[src/rtl/serial_sub_nbit_if.sv]
// Handshake/operand bundle for the bit-serial subtractor.
// master drives operands and start; slave returns status and results.
interface serial_sub_nbit_if #(
  parameter int WIDTH = 8
);
  logic             start;
  logic [WIDTH-1:0] a;
  logic [WIDTH-1:0] b;
  logic             busy;
  logic             done;
  logic [WIDTH-1:0] diff;
  logic             bout;
  logic             ovf;

  modport master (
    output start, a, b,
    input  busy, done, diff, bout, ovf
  );

  modport slave (
    input  start, a, b,
    output busy, done, diff, bout, ovf
  );
endinterface

[src/rtl/serial_sub_nbit.sv]
// Bit-serial a - b, LSB first, one bit per clock through a single
// full-subtractor cell with a registered borrow.

module serial_sub_bit_cell (
  input  logic x,
  input  logic y,
  input  logic br,
  output logic d,
  output logic br_next
);
  always_comb begin
    d       = x ^ y ^ br;
    br_next = (~x & y) | (~(x ^ y) & br);
  end
endmodule

module serial_sub_nbit #(
  parameter int WIDTH = 8
) (
  input  logic                 clk,
  input  logic                 rst,
  serial_sub_nbit_if.slave     bus
);
  localparam int CW = (WIDTH > 1) ? $clog2(WIDTH) : 1;
  localparam logic [CW-1:0] LAST = CW'(WIDTH - 1);

  typedef enum logic [1:0] {
    S_IDLE = 2'd0,
    S_RUN  = 2'd1,
    S_DONE = 2'd2
  } state_t;

  state_t           state_q, state_d;
  logic [WIDTH-1:0] sa_q, sa_d;
  logic [WIDTH-1:0] sb_q, sb_d;
  logic [WIDTH-1:0] sr_q, sr_d;
  logic             borrow_q, borrow_d;
  logic [CW-1:0]    cnt_q, cnt_d;
  logic             a_msb_q, a_msb_d;
  logic             b_msb_q, b_msb_d;
  logic [WIDTH-1:0] diff_q, diff_d;
  logic             bout_q, bout_d;
  logic             ovf_q, ovf_d;

  logic cell_d;
  logic cell_br_next;

  serial_sub_bit_cell u_cell (
    .x       (sa_q[0]),
    .y       (sb_q[0]),
    .br      (borrow_q),
    .d       (cell_d),
    .br_next (cell_br_next)
  );

  always_comb begin
    state_d  = state_q;
    sa_d     = sa_q;
    sb_d     = sb_q;
    sr_d     = sr_q;
    borrow_d = borrow_q;
    cnt_d    = cnt_q;
    a_msb_d  = a_msb_q;
    b_msb_d  = b_msb_q;
    diff_d   = diff_q;
    bout_d   = bout_q;
    ovf_d    = ovf_q;

    unique case (state_q)
      S_IDLE: begin
        if (bus.start) begin
          sa_d     = bus.a;
          sb_d     = bus.b;
          // operand MSBs kept aside: sa/sb are consumed by the shift
          a_msb_d  = bus.a[WIDTH-1];
          b_msb_d  = bus.b[WIDTH-1];
          borrow_d = 1'b0;
          cnt_d    = '0;
          state_d  = S_RUN;
        end
      end
      S_RUN: begin
        sa_d     = sa_q >> 1;
        sb_d     = sb_q >> 1;
        sr_d     = {cell_d, sr_q[WIDTH-1:1]};
        borrow_d = cell_br_next;
        cnt_d    = cnt_q + 1'b1;
        if (cnt_q == LAST) begin
          // last bit: publish all results on the same edge
          diff_d  = sr_d;
          bout_d  = cell_br_next;
          ovf_d   = (a_msb_q != b_msb_q) & (cell_d != a_msb_q);
          state_d = S_DONE;
        end
      end
      S_DONE: begin
        state_d = S_IDLE;
      end
      default: begin
        state_d = S_IDLE;
      end
    endcase
  end

  always_ff @(posedge clk) begin
    if (rst) begin
      state_q  <= S_IDLE;
      sa_q     <= '0;
      sb_q     <= '0;
      sr_q     <= '0;
      borrow_q <= 1'b0;
      cnt_q    <= '0;
      a_msb_q  <= 1'b0;
      b_msb_q  <= 1'b0;
      diff_q   <= '0;
      bout_q   <= 1'b0;
      ovf_q    <= 1'b0;
    end else begin
      state_q  <= state_d;
      sa_q     <= sa_d;
      sb_q     <= sb_d;
      sr_q     <= sr_d;
      borrow_q <= borrow_d;
      cnt_q    <= cnt_d;
      a_msb_q  <= a_msb_d;
      b_msb_q  <= b_msb_d;
      diff_q   <= diff_d;
      bout_q   <= bout_d;
      ovf_q    <= ovf_d;
    end
  end

  always_comb begin
    bus.busy = (state_q == S_RUN) || (state_q == S_DONE);
    bus.done = (state_q == S_DONE);
    bus.diff = diff_q;
    bus.bout = bout_q;
    bus.ovf  = ovf_q;
  end
endmodule

[src/flat_wrapper.sv]
// flat-port wrapper written by rule: the top's interface ports become plain ports
module serial_sub_nbit_flat 
#(
  parameter int WIDTH = 8
)
  (clk, rst, bus_start, bus_a, bus_b, bus_busy, bus_done, bus_diff, bus_bout, bus_ovf);
  serial_sub_nbit_if #(.WIDTH(WIDTH)) bus_i ();
  input  logic clk;
  input  logic rst;
  input wire logic [$bits(bus_i.start)-1:0] bus_start;
  input wire logic [$bits(bus_i.a)-1:0] bus_a;
  input wire logic [$bits(bus_i.b)-1:0] bus_b;
  output wire logic [$bits(bus_i.busy)-1:0] bus_busy;
  output wire logic [$bits(bus_i.done)-1:0] bus_done;
  output wire logic [$bits(bus_i.diff)-1:0] bus_diff;
  output wire logic [$bits(bus_i.bout)-1:0] bus_bout;
  output wire logic [$bits(bus_i.ovf)-1:0] bus_ovf;
  assign bus_i.start = bus_start;
  assign bus_i.a = bus_a;
  assign bus_i.b = bus_b;
  assign bus_busy = bus_i.busy;
  assign bus_done = bus_i.done;
  assign bus_diff = bus_i.diff;
  assign bus_bout = bus_i.bout;
  assign bus_ovf = bus_i.ovf;
  serial_sub_nbit #(.WIDTH(WIDTH)) u_core (.clk(clk), .rst(rst), .bus(bus_i));
endmodule
[config.mk]
export PLATFORM = sky130hd
export DESIGN_NAME = serial_sub_nbit_flat
export DESIGN_NICKNAME = d
export VERILOG_FILES = /design/src/rtl/serial_sub_nbit_if.sv /design/src/rtl/serial_sub_nbit.sv /design/src/flat_wrapper.sv
export SDC_FILE = /design/constraint.sdc
export NUM_CORES = 1
export LEC_CHECK = 0
export CAP_MARGIN = 20
export CELL_PAD_IN_SITES_DETAIL_PLACEMENT = 0
export CELL_PAD_IN_SITES_GLOBAL_PLACEMENT = 1
export CORE_MARGIN = 8
export CORE_UTILIZATION = 36
export CTS_CLUSTER_SIZE = 8
export DETAILED_ROUTE_END_ITERATION = 6
export PLACE_DENSITY_LB_ADDON = 0.1
export REMOVE_ABC_BUFFERS = 1
export SLEW_MARGIN = 15
export SYNTH_ARGS = -nofsm -noshare
export SYNTH_HDL_FRONTEND = slang
export SYNTH_SLANG_ARGS = --single-unit
export TNS_END_PERCENT = 100
[constraint.sdc]
create_clock -name clk -period 1.62 [get_ports clk]
set_clock_uncertainty 0.05 [all_clocks]
set_input_delay 0.243 -clock clk [delete_from_list [all_inputs] [get_ports clk]]
set_output_delay 0.243 -clock clk [all_outputs]
set_load 0.05 [all_outputs]
-- Word-level counts from Yosys, hierarchy flattened
Index checks and enable logic that the tools add are counted.
- logic and storage cells: 45
- flip-flop bits (word level): 42
- input port bits: 19
- output and inout bits: 12
- $add $sub $neg: 1
- reductions and logical operators: 7
- bitwise logic cells: 8
- equality and inequality tests: 7
- muxes and demuxes: 11
- operators with widths (operator ; count):
    case mux 8 bit (2 select lines) ; 2
    two-way mux 8 bit ; 2
    AND reduction 2 bit ; 4
    case mux 3 bit (2 select lines) ; 1
    two-way mux 2 bit ; 2
    case mux 2 bit (2 select lines) ; 1
    adder 3 x 1 -> 3 bit (second input constant) ; 1
    bitwise AND 1 bit ; 3
    equality test 3 bit (second input constant) ; 1
    two-way mux 3 bit ; 1
    equality test 2 x 1 -> 1 bit (second input constant) ; 1
    equality test 2 bit (second input constant) ; 1
    logical NOT 2 bit ; 1
    inequality test 1 bit ; 2
    inequality test 2 x 1 -> 1 bit (second input constant) ; 1
    inequality test 2 bit (second input constant) ; 1
    inverter 1 bit ; 2
    case mux 1 bit (2 select lines) ; 1
    nonzero test 2 bit ; 1
    bitwise XOR 1 bit ; 2
    logical OR 1 bit ; 1
    two-way mux 1 bit ; 1
    bitwise OR 1 bit ; 1

-- Logic depth before layout (Yosys ltp)
Gate-level depths: netlist of the first run.
- depth in word-level cells: 5
- mapped depth: 7

-- By module
Synthesis of the first run repeated with hierarchy kept, for this count alone.
- cell total of the unflattened synthesis: 194
- area, all modules: 1858.0 um^2
- modules (own cells, without submodules) (module ; seq. area each (um^2) ; cells each ; instances ; area an instance (um^2)):
    serial_sub_nbit ; 820.8 ; 190 ; 1 ; 1826.8
    serial_sub_bit_cell ; 0.0 ; 4 ; 1 ; 31.3

-- Worst setup path after synthesis of the first run
Ideal clock, no wire load.
- kind: register to register
- start: register u_core.state_q[0]
- end: register u_core.sb_q[1]
- path slack: 95 ps
- library setup time: 140 ps
- clock period less this slack: 1525 ps
- required time: 1430 ps
- cell stages (with the launch flop): 8
- data arrival time: 1335 ps
- path through: dfxtp_1 > inv_1 > ha_1 > buf_6 > mux2_4 > buf_6 > nor2_2 > a211oi_2
- cells in the longest elaborated chain, start to end: 3
- elaborated cells on any way between the ends: 6
- those cells by class: eq/ne: 2; mux: 1; reduce/logical: 3
- RTL lines (item ; line ; source):
    from (decl) ; serial_sub_nbit.sv:33 ; state_t state_q, state_d;
    from (signal assigned) ; serial_sub_nbit.sv:119 ; state_q <= state_d;
    equality test 2 x 1 -> 1 bit / logical NOT 2 bit (equally long branches) ; serial_sub_nbit.sv:69 ; unique case (state_q)
    nonzero test 2 bit (no line) / inequality test 2 bit (equally long branches) ; -- ;
    AND reduction 2 bit (no line) ; -- ;
    to (signal assigned) ; serial_sub_nbit.sv:109 ; sb_q <= '0;
    to (signal assigned) ; serial_sub_nbit.sv:121 ; sb_q <= sb_d;
    to (decl) ; serial_sub_nbit.sv:35 ; logic [WIDTH-1:0] sb_q, sb_d;
Parallel ways exist; a longest one is shown, timed or not.
A chain may end at the register's enable or synchronous reset.

-- Worst setup path in the final report of the first run
- start: register u_core.state_q[0]
- end: output port bus_done
- cells in the longest elaborated chain, start to end: 1
- RTL lines (item ; line ; source):
    equality test 2 bit ; serial_sub_nbit.sv:135 ; bus.done = (state_q == S_DONE);
    to (decl) ; flat_wrapper.sv:14 ; output wire logic [$bits(bus_i.done)-1:0] bus_done;
No other way between the ends.

==> flow_metrics.py, run 1 <==
metrics = {
    "logic_synthesis": {
        "yosysWarnings": 0,
        "synth-seq-cells": 41,
        "synth_common_cells": "dfxtp_1, nand2_1, mux2i_1, nor2_1, a21oi_1",
        "synth_top_cell_area_share_pct": 44.3,
        "async_reset_ff_share_pct": 0,
        "synthDistinctLibCells": 27,
        "synth_top_cell_by_area": "dfxtp_1",
        "yosys-top-cells-area": "dfxtp_1, mux2i_1, a211oi_2",
        "synth.most_common_cell": "dfxtp_1",
        "ys.flop_type": "dfxtp_1",
        "synth_area_um2": 1850,
        "synth_edf_count": 0,
        "synth_cells": 190,
        "ys_seq_area_share_pct": 44.3,
        "syn_avg_cell_area_um2": 9.75,
    },
    "timing": {
        "drv_slew": 0,
        "setup_viol": 0,
        "tns_ps": 0,
        "period_needed_ps": 1560,
        "fmax_ghz": 0.642,
        "worst_pin_slew_ps": 427,
        "grt_setup_unrepaired": "true",
        "slew_headroom_pct": 71.5,
        "period_share_pct": 96.1,
        "hold_violations": 0,
    },
    "pwr": {
        "power.density_nw_per_um2": 1000,
        "p_comb_share_pct": 24.5,
        "seqPwrFrac_pct": 47.2,
        "p_clk_share_pct": 28.3,
        "peakVddDrop_v": 0.000478,
        "power_mw": 2.38,
        "p_sw_share_pct": 29.9,
        "p_int_mw": 1.67,
        "leakage_nw": 0.896,
        "switching_power_uw": 712,
    },
    "floorplan": {
        "std_cell_rows": 26,
        "io_pins": 31,
        "dieArea_um2": 7700,
        "initial_core_util_pct": 36.7,
        "fp.dieH_um": 87.7,
        "dieWidth_um": 87.7,
        "core_um2": 5040,
    },
    "placed_design": {
        "placed_cell_area_um2": 2240,
        "io_buffers": 30,
        "placedCellCount": 286,
        "place_hpwl_um": 2700,
        "gp_routability_congestion": 0.734,
    },
    "global_route": {
        "grt_usage_pct": 11.2,
        "overflow": 0,
        "antenna_found_initial": 0,
        "grt_pass1_wl_um": 6800,
        "grt_max_degree": 42,
        "grt_pass1_vias": 1436,
    },
    "setup_path": {
        "path_cells": "inv_1, buf_4, ha_1, buf_12",
        "crit_type": "flop to output pin",
        "startpoint_type": "flop",
        "cp_data_required_time_ps": 1330,
        "crit_path_end_kind": "output pin",
        "cp_num_buf_inv": 3,
        "crit_fanout": 3,
        "cp_slowest_cell": "dfxtp_2",
        "cp.arrival_ps": 1260,
        "critPathMaxStageDelay_ps": 360,
        "cpLargestDelayFamily": "buffers and inverters",
    },
    "drt": {
        "vias": 1419,
        "drc": 0,
        "drtIter0Drc": 72,
        "routed_wl_um": 3950,
        "wl_per_cell_um": 13.4,
        "via_per_inst": 4.81,
        "ant_nets": 0,
        "firstDrtPassIters": 4,
    },
    "clock_tree": {
        "clkSinkCount": 41,
        "insertion_delay_ps": 290,
        "htreeDepth": 2,
        "clk_pin_slew_worst_paths_ps": 80,
        "clockRootBuffer": "clkbuf_8",
        "postCtsHoldBufs": 0,
        "post_cts_buffers": 0,
        "clock_path_buffers": 2,
        "cts_tree": "yes",
        "numCtsBuffers": 5,
    },
    "job": {
        "drv_cap": 0,
    },
    "hold_path": {
        "hold_class": "flop to flop",
    },
    "cells_and_area": {
        "area_growth_pct": 28.5,
        "multi_input_area_um2": 973,
        "fin_util_pct": 47.2,
        "diodes": 0,
        "nNetsFinal": 250,
        "post_route_cells_drive_above_1_share_pct": 25.8,
        "nFillCells": 487,
        "final_area_um2": 2380,
        "area.sequential_um2": 822,
        "fin_cells": 295,
    },
    "run_status": {
        "status": "complete, no violations",
    },
}
## power groups by stage
stage	clock (mW)	combinational, mW	sequential, mW
finish	0.674	0.584	1.13
global route	0.756	0.640	1.14
CTS	0.709	0.578	1.12
global placement	0	0.541	1.14
floorplan	0	0.367	1.14
detailed placement	0	0.554	1.15
## final cells by class
cell class | count | area share [%]
Multi-Input combinational cell | 132 | 40.9
Sequential cell | 41 | 34.5
Timing Repair Buffer | 39 | 16.3
Tap cell | 70 | 3.68
Clock buffer | 5 | 2.89
Clock inverter | 3 | 0.946
Inverter | 5 | 0.788
## worst reg2reg max path, delay by kind of cell (launching register included)
family                     cells  cell delay [ps]
DFF                            1              340
and+or+nand+nor                2              140
adders and majority gates      1              590
buffers and inverters          1               60
AOI/OAI and AO/OA              1              230
## path summary, 6_finish.rpt
check,from,endpoint,slack [ps],cells after the start
setup / recovery,u_core.state_q[0]$_SDFFE_PP0P_,bus_done,60,4
setup reg to reg,u_core.sb_q[0]$_SDFFE_PP0P_,u_core.bus.ovf$_SDFFE_PP0P_,100,5
hold reg to reg,u_core.bus.diff[5]$_SDFFE_PP0P_,u_core.bus.diff[5]$_SDFFE_PP0P_,410,2
hold / removal,u_core.bus.diff[5]$_SDFFE_PP0P_,u_core.bus.diff[5]$_SDFFE_PP0P_,410,2
## metrics by stage
| step | hold WS [ps] | setup slack [ps] |
|---|---|---|
| final | 410 | 63.2 |
| after global routing | 443 | -2.38 |
| after CTS | 411 | 44.4 |
| after detailed placement | 399 | -74.6 |
| after global placement | 392 | -34.4 |
| after floorplan | 258 | -690 |
## kinds of logic (layout without fill, tap and decap cells)
family                     after synthesis  after routing  synth area share, %
and+or+nand+nor                         64             64                 15.3
adders and majority gates                7              7                 5.13
DFF                                     41             41                 44.3
AOI/OAI and AO/OA                       37             37                 17.0
muxes                                   23             24                 12.7
buffers and inverters                   18             52                 5.54
## metal layers
layer / global-route usage [%] / wire, µm / up-vias
met3: 3.38 / 149 / 2
li1: - / - / 718
met5: 0 / 0 / -
met2: 18.9 / 2050 / 25
met4: 4.06 / 17 / 0
met1: 12.9 / 1740 / 674
## registers in the layout (all words and copies together), names as in the netlist
register,flops
u_core.bus.ovf,1
u_core.borrow_q,1
u_core.sa_q,8
u_core.sr_q,7
u_core.bus.diff,8
u_core.sb_q,8
u_core.bus.bout,1
u_core.b_msb_q,1
u_core.cnt_q,3
u_core.state_q,2
u_core.a_msb_q,1
## placed cells by master (no fill, tap or decap), drive strengths merged, types with 2 or more instances in the layout
cell and n:
nor3 2, clkbuf 5, nand3 3, a21o 3, clkdlybuf4s50 18, mux2i 22, inv 5, nor2b 2
a32oi 3, dfxtp 41, nand2 23, nand2b 3, ha 6, mux2 2, nor2 28, a21oi 15
a211oi 15, buf 21, clkinv 3
## what timing repair did
action	CTS	global route
endpoints found under the setup margin	14	28
gates cloned	1	0
endpoints found under the hold margin	0	0
pin swaps	0	0
gates resized for setup	3	6
Power figures use the tool's default switching activity.
==> run 2, diff against run 1 <==
--- a/config.mk
+++ b/config.mk
@@ -12,6 +12,7 @@
 export CORE_UTILIZATION = 36
 export CTS_CLUSTER_SIZE = 8
 export DETAILED_ROUTE_END_ITERATION = 6
+export GPL_TIMING_DRIVEN = 1
 export PLACE_DENSITY_LB_ADDON = 0.1
 export REMOVE_ABC_BUFFERS = 1
 export SLEW_MARGIN = 15
==> results of run 2 <==
No change in the layout: final DEF, timing and power equal those of run 1.
